**src/rtl/jpeg_frame_ctrl.sv**
```systemverilog
// ---------------------------------------------------------------------------
// jpeg_frame_ctrl
//   Frame-level sequencer for the UART -> JPEG coder -> UART path.
//   Hunts for a two-byte sync header on the RX byte stream, forwards exactly
//   WIDTH*HEIGHT pixel bytes to the coder input adapter, passes coder output
//   bytes straight through to UART TX until the EOI marker (FF D9), then
//   sends ACK_BYTE. A watchdog aborts stalled frames: it flushes the coder
//   and sends NAK_BYTE.
//
// Ports
//   clk, rst_n            clock, asynchronous active-low reset
//   rx_data/rx_valid      received UART byte stream (no backpressure)
//   pix_data/pix_valid    registered pixel byte stream to the coder adapter
//   enc_data/enc_valid    coder output byte stream
//   enc_ready             coder byte accepted when enc_valid & enc_ready
//   tx_data/tx_valid      byte to UART TX, held until tx_ready
//   tx_ready              UART TX can accept
//   coder_flush           1-cycle pulse: resynchronise coder and adapters
//   busy                  high whenever the FSM is not idle
//   frame_done            1-cycle pulse on the ACK handshake
//   err_timeout           1-cycle pulse on watchdog abort
//   frame_cnt             completed frame count, wraps
// ---------------------------------------------------------------------------
module jpeg_frame_ctrl #(
    parameter int unsigned WIDTH    = 512,
    parameter int unsigned HEIGHT   = 512,
    parameter logic [7:0]  SYNC0    = 8'hA5,
    parameter logic [7:0]  SYNC1    = 8'h5A,
    parameter logic [7:0]  ACK_BYTE = 8'h06,
    parameter logic [7:0]  NAK_BYTE = 8'h15,
    parameter int unsigned TIMEOUT  = 50_000_000
) (
    input  logic        clk,
    input  logic        rst_n,
    input  logic [7:0]  rx_data,
    input  logic        rx_valid,
    output logic [7:0]  pix_data,
    output logic        pix_valid,
    input  logic [7:0]  enc_data,
    input  logic        enc_valid,
    output logic        enc_ready,
    output logic [7:0]  tx_data,
    output logic        tx_valid,
    input  logic        tx_ready,
    output logic        coder_flush,
    output logic        busy,
    output logic        frame_done,
    output logic        err_timeout,
    output logic [15:0] frame_cnt
);

    localparam int unsigned NPIX = WIDTH * HEIGHT;
    localparam int unsigned CW   = $clog2(NPIX + 1);
    localparam int unsigned WW   = (TIMEOUT > 1) ? $clog2(TIMEOUT) : 1;
    localparam logic [CW-1:0] PIX_LAST = CW'(NPIX - 1);
    localparam logic [WW-1:0] WD_LAST  = WW'(TIMEOUT - 1);

    localparam logic [2:0] S_IDLE  = 3'd0;
    localparam logic [2:0] S_SYNC  = 3'd1;
    localparam logic [2:0] S_RECV  = 3'd2;
    localparam logic [2:0] S_DRAIN = 3'd3;
    localparam logic [2:0] S_ACK   = 3'd4;
    localparam logic [2:0] S_ERR   = 3'd5;

    logic [2:0]    r_state;
    logic [CW-1:0] r_pix_cnt;
    logic [WW-1:0] r_wd;
    logic          r_eoi_seen;
    logic          r_prev_ff;
    logic [7:0]    r_pix_data;
    logic          r_pix_valid;
    logic          r_abort;
    logic [15:0]   r_frame_cnt;

    logic w_active;
    logic w_enc_hs;
    logic w_timeout;

    assign w_active  = (r_state == S_RECV) || (r_state == S_DRAIN);
    assign w_enc_hs  = w_active && enc_valid && tx_ready;
    assign w_timeout = w_active && (r_wd == WD_LAST);

    // Coder output is a combinational passthrough while a frame is live;
    // otherwise TX carries the FSM's status byte.
    always_comb begin
        tx_data   = '0;
        tx_valid  = 1'b0;
        enc_ready = w_active && tx_ready;
        case (r_state)
            S_RECV, S_DRAIN: begin
                tx_data  = enc_data;
                tx_valid = enc_valid;
            end
            S_ACK: begin
                tx_data  = ACK_BYTE;
                tx_valid = 1'b1;
            end
            S_ERR: begin
                tx_data  = NAK_BYTE;
                tx_valid = 1'b1;
            end
            default: ;
        endcase
    end

    assign pix_data    = r_pix_data;
    assign pix_valid   = r_pix_valid;
    assign coder_flush = r_abort;
    assign err_timeout = r_abort;
    assign busy        = (r_state != S_IDLE);
    assign frame_done  = (r_state == S_ACK) && tx_ready;
    assign frame_cnt   = r_frame_cnt;

    always_ff @(posedge clk or negedge rst_n) begin
        if (!rst_n) begin
            r_state     <= S_IDLE;
            r_pix_cnt   <= '0;
            r_wd        <= '0;
            r_eoi_seen  <= 1'b0;
            r_prev_ff   <= 1'b0;
            r_pix_data  <= '0;
            r_pix_valid <= 1'b0;
            r_abort     <= 1'b0;
            r_frame_cnt <= '0;
        end else begin
            r_pix_valid <= 1'b0;
            r_abort     <= 1'b0;
            case (r_state)
                S_IDLE: begin
                    if (rx_valid && rx_data == SYNC0) r_state <= S_SYNC;
                end
                S_SYNC: begin
                    if (rx_valid) begin
                        if (rx_data == SYNC1) begin
                            r_state    <= S_RECV;
                            r_pix_cnt  <= '0;
                            r_wd       <= '0;
                            r_eoi_seen <= 1'b0;
                            r_prev_ff  <= 1'b0;
                        end else if (rx_data != SYNC0) begin
                            r_state <= S_IDLE;
                        end
                    end
                end
                S_RECV, S_DRAIN: begin
                    if (w_enc_hs) begin
                        r_prev_ff <= (enc_data == 8'hFF);
                        if (r_prev_ff && enc_data == 8'hD9) r_eoi_seen <= 1'b1;
                    end
                    if (rx_valid || w_enc_hs) r_wd <= '0;
                    else                      r_wd <= r_wd + 1'b1;
                    // Watchdog wins; an rx byte in the abort cycle is dropped.
                    if (w_timeout) begin
                        r_state <= S_ERR;
                        r_abort <= 1'b1;
                    end else if (r_state == S_RECV) begin
                        if (rx_valid) begin
                            r_pix_data  <= rx_data;
                            r_pix_valid <= 1'b1;
                            r_pix_cnt   <= r_pix_cnt + 1'b1;
                            if (r_pix_cnt == PIX_LAST) r_state <= S_DRAIN;
                        end
                    end else if (r_eoi_seen && !w_enc_hs) begin
                        r_state <= S_ACK;
                    end
                end
                S_ACK: begin
                    if (tx_ready) begin
                        r_state     <= S_IDLE;
                        r_frame_cnt <= r_frame_cnt + 1'b1;
                    end
                end
                S_ERR: begin
                    if (tx_ready) r_state <= S_IDLE;
                end
                default: r_state <= S_IDLE;
            endcase
        end
    end

endmodule
```
**config.mk**
```make
export PLATFORM = sky130hd
export DESIGN_NAME = jpeg_frame_ctrl
export DESIGN_NICKNAME = d
export VERILOG_FILES = /design/src/rtl/jpeg_frame_ctrl.sv
export SDC_FILE = /design/constraint.sdc
export NUM_CORES = 1
export LEC_CHECK = 0
export CAP_MARGIN = 20
export CORE_MARGIN = 8
export CORE_UTILIZATION = 36
export CTS_CLUSTER_SIZE = 10
export DETAILED_ROUTE_END_ITERATION = 10
export GPL_TIMING_DRIVEN = 0
export PLACE_DENSITY = 0.63
export SETUP_SLACK_MARGIN = 0.5
export SKIP_CTS_REPAIR_TIMING = 1
export SYNTH_ARGS = -nofsm -noshare
export SYNTH_HDL_FRONTEND = slang
export SYNTH_SLANG_ARGS = --single-unit
```
**constraint.sdc**
```tcl
create_clock -name clk -period 4.7 [get_ports clk]
set_input_delay 1.175 -clock clk [delete_from_list [all_inputs] [get_ports clk]]
set_output_delay 1.175 -clock clk [all_outputs]
set_load 0.1 [all_outputs]
```
* Word-level counts from Yosys, hierarchy flattened
Index checks and enable logic that the tools add are counted.
Storage, ports and cells: register bits after elaboration 76, output and inout bits 39, word-level logic and storage cells 97
Cells by class: add/subtract/negate cells 3, eq/ne operators 25, multiplexer cells 36, bitwise logic cells 1, reduce and logical (&&, ||, !) cells 23
Operator list (number):
- 19-bit two-way mux | 5
- 26-bit two-way mux | 3
- 26-bit one-hot mux with 2 select lines | 1
- 19-bit one-hot mux with 2 select lines | 1
- 3-bit two-way mux | 10
- 26-bit by 1-bit adder with 26-bit output (second input constant) | 1
- 26-bit == test (second input constant) | 1
- 8-bit == test (second input constant) | 3
- 8-bit one-hot mux with 3 select lines | 1
- 19-bit by 1-bit adder with 19-bit output (second input constant) | 1
- 19-bit by 18-bit == test with 1-bit output (second input constant) | 1
- 16-bit by 1-bit adder with 16-bit output (second input constant) | 1
- 2-bit inequality test (second input constant) | 8
- 4-bit inequality test (second input constant) | 3
- 3-bit one-hot mux with 4 select lines | 1
- 1-bit two-way mux | 11
- 8-bit by 7-bit == test with 1-bit output (second input constant) | 1
- 1-bit logical AND | 8
- 8-bit inequality test (second input constant) | 1
- 4-bit AND reduction | 2
- 7-bit AND reduction | 1
- 3-bit by 2-bit == test with 1-bit output (second input constant) | 2
- 3-bit == test (second input constant) | 2
- 1-bit one-hot mux with 2 select lines | 3
- 14 further kinds | 16

* Logic depth before layout (Yosys ltp)
Gate-level depths: netlist of run 1.
word-level depth 10, mapped depth 8, depth with buffers taken out 6

* Worst setup path after synthesis of run 1
Ideal clock, no wire load.
kind input -> output, start input tx_ready, end output frame_done, arrival 2.408 ns, data required time 3.525 ns, path slack 1.117 ns, stages on the path 2, buffers on the path 1, cells stage by stage nor4bb_1 > clkbuf_1
On the way: longest elaborated chain between the ends 1
Ends and longest elaborated chain:
- start: declaration | line 44 | input logic tx_ready,
- 1-bit logical AND | line 111 | assign frame_done = (r_state == S_ACK) && tx_ready;
- end: declaration | line 47 | output logic frame_done,
No other way between the ends.

* Final worst setup path of run 1
Ends and elaborated chain as after synthesis.

==> results of run 1 <==
## critical path, delay by kind of cell
family / cells / cell delay [ps]
buffers and inverters: 3 / 1400
and+or+nand+nor: 1 / 470
## sequential cells by signal (all words and copies together), names as in the netlist
| register | cells |
|---|---|
| r_pix_cnt | 19 |
| r_prev_ff | 1 |
| pix_valid | 1 |
| r_eoi_seen | 1 |
| pix_data | 8 |
| coder_flush | 1 |
| r_wd | 26 |
| r_state | 3 |
| frame_cnt | 16 |
## metal layers
layer,track usage,routed length (um),vias up
met5,0,0,-
met1,0.201,5020,1818
met4,0.0542,106,0
met3,0.0297,646,9
met2,0.225,4890,104
li1,-,-,1777
## cell families after synthesis
kind of cell | Yosys count
XOR/XNOR | 15
buffers and inverters | 30
flip-flops | 76
AND/OR/NAND/NOR | 180
adder cells (fa/ha/maj) | 3
AO/OA/AOI/OAI | 120
multiplexers | 10
## synth_stat cells, drive strengths merged (10+ instances only)
cell type	count	area [um^2]
nor2	22	82.6
o31ai	12	90.1
and2	11	68.8
a21oi	27	154
a31oi	13	81.3
or4	12	90.1
dfrtp	76	1900
o21ai	40	200
mux2	10	113
nand2	39	149
nand3	27	135
xnor2	13	114
clkbuf	16	60.1
nand4	19	119
## area by class of cell
type | count | area (um^2) | area share
multi-input cells | 328 | 2090 | 0.398
inverters | 6 | 22.5 | 0.00430
well taps | 143 | 179 | 0.0341
plain buffers | 24 | 125 | 0.0239
clock inverters | 7 | 67.6 | 0.0129
flip-flops and latches | 76 | 1900 | 0.363
clock buffers | 9 | 225 | 0.0430
repair buffers | 60 | 633 | 0.121
## final timing paths
path | from | endpoint | slack [ps]
worst max-delay path | tx_ready | frame_done | 470
worst min-delay path | frame_cnt[15]$_DFFE_PN0P_ | frame_cnt[15]$_DFFE_PN0P_ | 470
worst max register to register | r_state[1]$_DFFE_PN0P_ | r_wd[15]$_DFFE_PN0P_ | 2190
worst min register to register | frame_cnt[15]$_DFFE_PN0P_ | frame_cnt[15]$_DFFE_PN0P_ | 470
max in group asynchronous | rst_n | r_wd[5]$_DFFE_PN0P_ | 3350
min in group asynchronous | rst_n | pix_data[7]$_DFFE_PN0P_ | 770
## metrics by stage
step | utilization | setup TNS, ps
finish | 0.463 | 0
global placement | 0.433 | -21380
global route | 0.463 | 0
detailed placement | 0.435 | -235
CTS | 0.461 | -230
floorplan | - | 0
## power by group
part,switching (mW),internal (mW)
Combinational,0.251,0.0927
Sequential,0.0298,0.676
Clock,0.277,0.408
==> summary.txt, run 1 <==
Outcome
  – Status: finished, final reports clean

Clock tree
  – Clk root buf: clkbuf_16
  – Longest Clk Path Bufs: 2
  – CTS tree: yes
  – CTS Sinks: 76
  – Reg clk slew, reported paths: 60 ps
  – Clock Latency Late Sink: around 330 ps
  – Num CTS Buffers: 9
  – H-tree Lvls: 3

Worst hold path
  – Worst min-delay path class: reg2reg
  – Hold-critical path depth: 1

Finish
  – Antenna fix cells: 0
  – Non-filler instance count after layout: 653
  – Layout Nets: around 530
  – Ratio of cells with drive above 1 in the final layout: 0.0824
  – P&R area growth vs syn: 26.7%
  – Most frequent cells in the layout: dfrtp_1, clkdlybuf4s50_1, nand2_1
  – Cell area after layout: 5240 um^2
  – FILL cells: roughly 1100
  – Most common cell after layout, fill and taps aside: dfrtp_1

Global route
  – Number of global-route vias before repair: about 3600
  – Grt total ovfl: 0
  – First-pass GRT wire length: 18100 um
  – GRT Total Usage: 0.147
  – Largest net degree at the start of global routing: 48
  – Initial antenna violation count: 0

Synthesis
  – Synth Area per Inst: between 9 and 10 um^2
  – Cell Area, Synth: ~4100 um^2
  – Largest family of logic cells by synthesized area: simple AND/OR/NAND/NOR gates
  – Post-Synth Simple-Gate Area: 0.252
  – Warning count from the yosys run: 0
  – Syn_nets: 458
  – Main flop type after synthesis: dfrtp_1
  – Compound-Gate Fraction of Synth Area: 0.184
  – Post-synthesis mux area share: 0.0272
  – Unique cell type count in the Yosys netlist: 57
  – Synth Register Bits: 76
  – Adder-cell share of the synthesized area: 0.00908
  – XOR/XNOR Fraction of Synth Area: 0.0318
  – Number of synthesized flops with an enable pin: 0
  – Mapped Cells: 434
  – Asr flop ratio synth: 1.00
  – Post-synthesis sequential area ratio: 0.460

Placement
  – Dpl hpwl: 7550 um
  – Placed cells: 637
  – IO Port Bufs: 59
  – Dpl ws: -235 ps
  – Global placer's final weighted congestion: 0.835
  – Placed cell areas: between 4000 and 5000 um^2

STA
  – RSZ-0062 raised after global routing: true
  – Worst-margin pin slew: 1090 ps
  – Final Max Slew Viols: 0
  – Relative max-transition margin: 0.263
  – Final worst slack: 470 ps
  – Fmax: 236 MHz
  – # setup viols final: 0
  – Post-route minimum period: 4230 ps
  – Final period util: 0.900
  – Final count of hold timing violations: 0
  – Worst Skew: roughly 6.1 ps
  – WHS: 467 ps

Floorplan
  – Core area: 11300 um^2
  – Initial Util: 0.365
  – Ports: 60
  – Row cnt: 39
  – Die Span X: 123 um
  – Die Area: 15200 um^2
  – DIE HEIGHT: 123 um

Detailed routing
  – Total number of vias: 3708
  – Via density: 5.68
  – Drt drc: 0
  – Initial DRC count: 277
  – Pre-antenna DRT Iters: 4
  – Routed Antenna Nets: 0
  – DR WL/cell: 16.3 um
  – Post-Route WL: 10700 um

Critical path
  – Setup crit end kind: output port
  – Worst setup path class: in2out
  – CP arrival: 3050 ps
  – CP max FO: 7
  – Crit path launch type: input pin
  – CP required: ~3500 ps
  – Crit path largest cell delay: 560 ps
  – Crit-path slowest cell: clkdlybuf4s50_1
  – Crit path cell chain: clkdlybuf4s50_1, nor4bb_1, clkbuf_1, clkbuf_2
  – Worst reg-to-reg path cell count: 6

Flow run
  – Max Cap Viol: 0

Power
  – Maximum VDD drop: 0.000276 V
  – Leakage power: 2.30 nW
  – Power, Total: 1.73 mW
  – PD cells: roughly 330 nW/um^2
(Power assumes the default switching activity.)
==> inputs of run 2 (changes only) <==
Clock period 4.7 ns to 4.65 ns, I/O delays scaled along.
==> results of run 2 <==
Same layout as run 1 (identical final DEF). Status: finished, final reports clean.
Main changes from that run: setup slack after placement -235 ps -> -260 ps; setup slack after layout 470 ps -> 445 ps; register-to-register setup slack 2190 ps -> 2140 ps; total power 1.73 mW -> 1.75 mW; worst IR drop on VDD 0.000276 V -> 0.000279 V
==> inputs of run 3 (changes only) <==
Settings changed: SLEW_MARGIN set to 5.
==> results of run 3 <==
Same layout as run 1 (identical final DEF). Status: finished, final reports clean.
Main changes from that run: setup slack after placement -235 ps -> -260 ps; setup slack after layout 470 ps -> 445 ps; register-to-register setup slack 2190 ps -> 2140 ps; total power 1.73 mW -> 1.75 mW; worst IR drop on VDD 0.000276 V -> 0.000279 V
